### src/rtl/instr_encoder.sv
// rtl/instr_encoder.sv - packs R/I/J instruction fields into 32-bit words and writes them to instruction memory
// Optional running XOR checksum of written words is built when ENC_CHECKSUM_EN is defined.
module instr_encoder #(
  parameter logic [31:0] BASE_ADDR = 32'h0000_0000,
  parameter int unsigned MAX_WORDS = 64
) (
  input  logic        clk,
  input  logic        reset,
  input  logic        start,
  input  logic        in_valid,
  output logic        in_ready,
  input  logic [1:0]  fmt,
  input  logic [5:0]  op,
  input  logic [5:0]  funct,
  input  logic [4:0]  rs,
  input  logic [4:0]  rt,
  input  logic [4:0]  rd,
  input  logic [4:0]  shamt,
  input  logic [15:0] imm,
  input  logic [25:0] target,
  input  logic        last,
  output logic        imem_we,
  output logic [31:0] imem_addr,
  output logic [31:0] imem_wd,
  output logic        busy,
  output logic        done,
  output logic [7:0]  count,
  output logic        err_fmt,
  output logic        err_ovf,
  output logic [31:0] checksum
);

  localparam logic [7:0] MAX_CNT = 8'(MAX_WORDS);

  typedef enum logic [1:0] {
    S_IDLE   = 2'd0,
    S_ACCEPT = 2'd1,
    S_WRITE  = 2'd2,
    S_DONE   = 2'd3
  } state_t;

  state_t      state_q, state_d;
  logic [31:0] addr_q, addr_d;
  logic [31:0] word_q, word_d;
  logic [7:0]  count_q, count_d;
  logic        last_q, last_d;
  logic        err_fmt_q, err_fmt_d;
  logic        err_ovf_q, err_ovf_d;
  logic [31:0] enc_word;
  logic [7:0]  count_inc;

  always_comb begin
    enc_word = 32'h0;
    case (fmt)
      2'b00:   enc_word = {op, rs, rt, rd, shamt, funct};
      2'b01:   enc_word = {op, rs, rt, imm};
      2'b10:   enc_word = {op, target};
      default: enc_word = 32'h0;
    endcase
  end

  assign count_inc = count_q + 8'd1;

  always_comb begin
    state_d   = state_q;
    addr_d    = addr_q;
    word_d    = word_q;
    count_d   = count_q;
    last_d    = last_q;
    err_fmt_d = err_fmt_q;
    err_ovf_d = err_ovf_q;
    in_ready  = 1'b0;
    imem_we   = 1'b0;
    busy      = 1'b0;
    done      = 1'b0;
    case (state_q)
      S_IDLE: begin
        if (start) begin
          state_d   = S_ACCEPT;
          addr_d    = BASE_ADDR;
          count_d   = 8'd0;
          err_fmt_d = 1'b0;
          err_ovf_d = 1'b0;
        end
      end
      S_ACCEPT: begin
        in_ready = 1'b1;
        busy     = 1'b1;
        if (in_valid) begin
          if (fmt == 2'b11) begin
            // Illegal format is dropped; a final illegal word still closes the session.
            err_fmt_d = 1'b1;
            if (last) state_d = S_DONE;
          end else begin
            word_d  = enc_word;
            last_d  = last;
            state_d = S_WRITE;
          end
        end
      end
      S_WRITE: begin
        imem_we = 1'b1;
        busy    = 1'b1;
        addr_d  = addr_q + 32'd4;
        count_d = count_inc;
        if (last_q) begin
          state_d = S_DONE;
        end else if (count_inc == MAX_CNT) begin
          err_ovf_d = 1'b1;
          state_d   = S_DONE;
        end else begin
          state_d = S_ACCEPT;
        end
      end
      S_DONE: begin
        busy    = 1'b1;
        done    = 1'b1;
        state_d = S_IDLE;
      end
      default: state_d = S_IDLE;
    endcase
  end

  always_ff @(posedge clk or posedge reset) begin
    if (reset) begin
      state_q   <= S_IDLE;
      addr_q    <= BASE_ADDR;
      word_q    <= 32'h0;
      count_q   <= 8'd0;
      last_q    <= 1'b0;
      err_fmt_q <= 1'b0;
      err_ovf_q <= 1'b0;
    end else begin
      state_q   <= state_d;
      addr_q    <= addr_d;
      word_q    <= word_d;
      count_q   <= count_d;
      last_q    <= last_d;
      err_fmt_q <= err_fmt_d;
      err_ovf_q <= err_ovf_d;
    end
  end

  assign imem_addr = addr_q;
  assign imem_wd   = word_q;
  assign count     = count_q;
  assign err_fmt   = err_fmt_q;
  assign err_ovf   = err_ovf_q;

`ifdef ENC_CHECKSUM_EN
  logic [31:0] csum_q, csum_d;

  always_comb begin
    csum_d = csum_q;
    if (state_q == S_IDLE && start) begin
      csum_d = 32'h0;
    end else if (state_q == S_WRITE) begin
      csum_d = csum_q ^ word_q;
    end
  end

  always_ff @(posedge clk or posedge reset) begin
    if (reset) begin
      csum_q <= 32'h0;
    end else begin
      csum_q <= csum_d;
    end
  end

  assign checksum = csum_q;
`else
  assign checksum = 32'h0;
`endif

endmodule

### config.mk
export PLATFORM = sky130hd
export DESIGN_NAME = instr_encoder
export DESIGN_NICKNAME = d
export VERILOG_FILES = /design/src/rtl/instr_encoder.sv
export SDC_FILE = /design/constraint.sdc
export NUM_CORES = 1
export LEC_CHECK = 0
export ABC_AREA = 0
export BUFFER_PORTS_ARGS = -buffer_cell sky130_fd_sc_hd__buf_2
export CORE_MARGIN = 4
export CORE_UTILIZATION = 51
export CTS_CLUSTER_SIZE = 40
export DETAILED_ROUTE_END_ITERATION = 7
export GPL_TIMING_DRIVEN = 0
export PLACE_DENSITY_LB_ADDON = 0.12
export SLEW_MARGIN = 20
export SYNTH_ARGS = -nofsm -noshare
export SYNTH_HDL_FRONTEND = slang
export SYNTH_SLANG_ARGS = --single-unit
### constraint.sdc
create_clock -name clk -period 5.75 [get_ports clk]
set_input_delay 1.4375 -clock clk [delete_from_list [all_inputs] [get_ports clk]]
set_output_delay 1.4375 -clock clk [all_outputs]
set_load 0.005 [all_outputs]
; ---- Word level (Yosys, flattened, before mapping)
; Index checks and enable logic that the tools add are counted.
[totals]
wordCells = 56
out_inout_bits = 110
inputBits = 81
rom_bits = 0
regBits = 77
latch_bits = 0
ramBits = 0
mem_count = 0
[classes]
n_mux = 23
add_sub_neg = 2
shifts = 0
multipliers = 0
n_div = 0
bitwise = 1
reduce_logical = 10
eq_ne = 13
n_lt_le_gt_ge = 0
[op_table]
columns = op, n
row1 = $pmux W32 S3, 1
row2 = $pmux W32 S2, 1
row3 = $add A32 B3 Y32 const B, 1
row4 = $mux W32, 1
row5 = $pmux W8 S2, 1
row6 = $mux W2, 6
row7 = $ne A2 B2 Y1 const B, 5
row8 = $mux W1, 9
row9 = $add A8 B1 Y8 const B, 1
row10 = $eq A2 B2 Y1 const B, 4
row11 = $eq A8 B7 Y1 const B, 1
row12 = $mux W8, 1
row13 = $pmux W2 S4, 1
row14 = $reduce_and A4 Y1, 2
row15 = $reduce_and A3 Y1, 2
row16 = $eq A2 B1 Y1 const B, 2
row17 = $logic_not A2 Y1, 2
row18 = $pmux W1 S2, 2
row19 = $reduce_bool A2 Y1, 2
row20 = $ne A3 B3 Y1 const B, 1
row21 = $reduce_or A3 Y1, 1
row22 = $reduce_and A2 Y1, 1
row23 = $not A1 Y1, 1

; ---- Longest topological paths before layout
[logic_depth]
ltp_word = 5
ltp_mapped = 7
depth_no_buf = 5

; ---- Worst setup path after synthesis
; OpenSTA, ideal clock, no wires.
[synth_path]
path_kind = input to register
startpoint = in fmt[1]
endpoint = reg word_q[26], in the netlist imem_wd[26]
required_time_ns = 5.625
path_stages = 5
n_path_buf = 2
slack_ns = 3.247
setup_time_ns = 0.125
arrival_time_ns = 2.378
cell_sequence = buf_2 > nand2_1 > nand2_1 > buf_2 > mux2_2
[synth_between]
elab_chain_cells = 3
word_cells_on_any_way = 7
cone_classes = 3 x eq/ne / 1 x mux / 1 x bitwise / 2 x reduce/logical
[synth_rtl]
columns = element, line
row1 = from (decl), 12  ; input logic [1:0] fmt,
row2 = $eq A2 B2 Y1, 90  ; if (fmt == 2'b11) begin
row3 = $not A1 Y1 (no source line), --
row4 = $reduce_and A3 Y1 (no source line), --
row5 = to (signal assigned), 136  ; word_q <= word_d;
row6 = to (decl), 44  ; logic [31:0] word_q, word_d;
; Several ways; a longest one is shown, not always the timed one.
; A chain may end at the register's enable or synchronous reset.

; ---- Worst setup path in the final report
[layout_path]
startpoint = reg state_q[0]
endpoint = out imem_we
[layout_between]
elab_chain_cells = 2
[layout_rtl]
columns = element, line
row1 = from (decl), 42  ; state_t state_q, state_d;
row2 = from (signal assigned), 134  ; state_q <= state_d;
row3 = $eq A2 B2 Y1, 76  ; case (state_q)
row4 = $mux W1, 76
row5 = to (decl), 22  ; output logic imem_we,
; Every way passes these cells.

==> metrics.txt <==
grt ovf=0; Worst setup EP type=output port; Slew @ Worst Pin=0.569 ns; Reg clk slew, reported paths=0.09 ns; P&R area growth vs syn=31.4%; crit path DAT=1.67 ns; fmax=0.322 GHz; synth unique cells=between 40 and 50; row cnt=32; clk_skew=0.0106 ns; Worst Path Class, Setup=register to output port; CP max stage delay=0.49 ns; Worst path slowest cell=dfrtp_1; post-DP HPWL=approximately 8300 um; DR iter-0 viols=103; status=finished, final reports clean; PwrDens=about 340 nW/um^2; GR peak layer=met2; post-synthesis instance area=4130 um^2; Hold Fails Final Rpt=0; Rel. slew slack=0.618; antenna violations before repair=0; total track usage=0.232; cells after synthesis=437; total I/O pin count=191; crit path time final=3.10 ns; average routed wire per standard cell=14.8 um; asr flop ratio synth=1.00; synthesized area per cell=9.45 um^2; worst skew pair latency=0.34 ns; Die Width=98.0 um; M1 GR Usage=0.285; met3 Usage GRT=0.0500; Pre-Repair DR Iteration Count=4; PortBufs=156; Final nets=721; routability cong.=0.827; final setup fails=0; H-tree levels=3; CP Max Fanout=10; Slew Limit Fails=0; Worst VDD drop=0.221 mV; DIE AREA=9600 um^2; hold buffer count at CTS=0; RSZ-0062 raised after global routing=false; Clock Path Buffers=2; Post-synth EDFFs=0; number of vias per cell=5.12; Max-Cap Viols=0; core region area=7810 um^2; CTS tree=built; Die Y=98.0 um; total power=between 1.5 and 2 mW; final antenna-violating net count=0; M2 GR Usage=0.403; initial core utilization=0.529; FF+latch count, synth=75; Yosys warning total=0; Seq/Total Area, Yosys=0.455; number of global-route vias before repair=between 3000 and 4000; clock sink count=75; fin crit share=0.540; TritonCTS buffer count=9; post-CTS setup buffer count=0; Hold WC Path Type=register to register; Main synth FF type=dfrtp_1; DRT Wirelength=11000 um; setup tns final=0 ns; Req. time, crit path=roughly 4.3 ns; CP delay by family, top=buffers and inverters; DRC violation count after routing=0; n_diodes=0; FILL cells=approximately 650; largest net degree at the start of global routing=41; via count=3815; Pleak=3.03 nW; clock tree root driver cell=clkbuf_8; worst path cell trace=nand2b_1 -> inv_1 -> clkbuf_1 -> buf_2; startpoint types=register; layout cells sized above 1=0.361; Post-CTS Resized=0; first-pass GRT wire length=18200 um; worst path bufs/invs=3
[through the flow]
stage	setup slack, ns	hold slack, ns	cells	instance area [um^2]	util
6_report	2.65	0.484	745	5420	0.695
5_1_grt	2.48	0.520	745	5420	0.695
4_1_cts	2.64	0.489	745	5420	0.695
3_5_place_dp	2.88	0.471	729	5180	0.664
3_3_place_gp	1.43	0.458	728	5160	0.661
2_1_floorplan	2.40	0.469	470	4250	-
[area by class of cell]
type	instances	area, um^2	share of cell area
buffer	59	363	0.0669
timing repair buffer	157	801	0.148
inverter	6	25.0	0.00461
clock inverter	7	116	0.0215
tap	102	128	0.0235
clock buffer	9	124	0.0228
multi-input combinational	330	1990	0.367
sequential	75	1880	0.346
[Yosys cell counts, types with 2 or more instances]
master	instances	area [um^2]
buf_4	35	263
nand2b_1	13	81.3
nor2b_1	2	12.5
or2_2	2	12.5
o22ai_1	12	75.1
inv_1	6	22.5
nor2_1	25	93.8
o31ai_1	11	82.6
mux2_2	7	78.8
mux2i_1	41	410
buf_2	8	40.0
xnor2_1	2	17.5
and4_1	3	26.3
nor4_4	2	42.5
a21oi_1	29	145
nand2_1	65	244
nand3_1	11	55.1
nor3_1	2	10.0
clkbuf_1	14	52.6
and2_1	4	25.0
ha_1	2	25.0
and3_1	7	43.8
nand4_1	8	50.1
o21ai_0	32	160
buf_1	2	7.51
a22o_1	2	17.5
a31oi_1	2	12.5
dfrtp_1	75	1880
[flip-flops by register name, summed over array words and instances, names as in the netlist]
| register | flops |
|---|---|
| last_q | 1 |
| state_q | 2 |
| err_ovf | 1 |
| count | 8 |
| imem_wd | 32 |
| imem_addr | 30 |
| err_fmt | 1 |
[kinds of logic (layout without fill, tap and decap cells)]
group | after synthesis | in the layout | share of synthesized area
xor+xnor | 3 | 3 | 0.00637
fa+ha+maj | 2 | 2 | 0.00606
flops | 75 | 75 | 0.455
mux | 48 | 48 | 0.119
buf+inv | 65 | 238 | 0.0934
compound gates | 90 | 90 | 0.123
other cells | 1 | 34 | 0.000908
simple gates | 153 | 153 | 0.197
[cell usage in the layout (no fill, tap or decap), types with 13 or more instances in the layout]
cell | netlist | layout
a21oi_1 | 29 | 29
buf_2 | 8 | 164
buf_4 | 35 | 35
clkbuf_1 | 14 | 14
conb_1 | 1 | 34
dfrtp_1 | 75 | 75
mux2i_1 | 41 | 41
nand2_1 | 65 | 65
nand2b_1 | 13 | 13
nor2_1 | 25 | 25
o21ai_0 | 32 | 32
[path summary, 6_finish.rpt]
path,slack [ns],depth (start not counted),start,end
max reg2reg,3.77,5,imem_addr[2]$_DFFE_PP0P_,imem_addr[28]$_DFFE_PP0P_
max in group asynchronous,4.06,3,reset,err_ovf$_DFFE_PP0P_
min reg2reg,0.48,1,imem_addr[31]$_DFFE_PP0P_,imem_addr[31]$_DFFE_PP0P_
min in group asynchronous,1.11,2,reset,imem_wd[19]$_DFFE_PP0P_
max,2.65,4,state_q[0]$_DFFE_PP0P_,imem_we
min,0.48,1,imem_addr[31]$_DFFE_PP0P_,imem_addr[31]$_DFFE_PP0P_
[layer usage]
| metal | part of all wire | vias to the layer above |
|---|---|---|
| li1 | - | 1857 |
| met2 | 0.50 | 154 |
| met5 | 0 | - |
| met1 | 0.40 | 1786 |
| met3 | 0.079 | 18 |
| met4 | 0.021 | 0 |
[where the power goes]
part / total, mW / internal [mW] / switching, mW
registers: 0.746 / 0.655 / 0.0914
clock network: 0.491 / 0.287 / 0.203
logic: 0.592 / 0.280 / 0.312
total: 1.83 / 1.22 / 0.607
[worst reg2reg max path: stages, from the launching register on]
cell     delay, ns
dfrtp_1       0.48
ha_1          0.25
nand3_2       0.18
nor4_4        0.61
nand4_1       0.20
mux2i_1       0.15
Note: power is estimated with default switching activity, not from simulation.
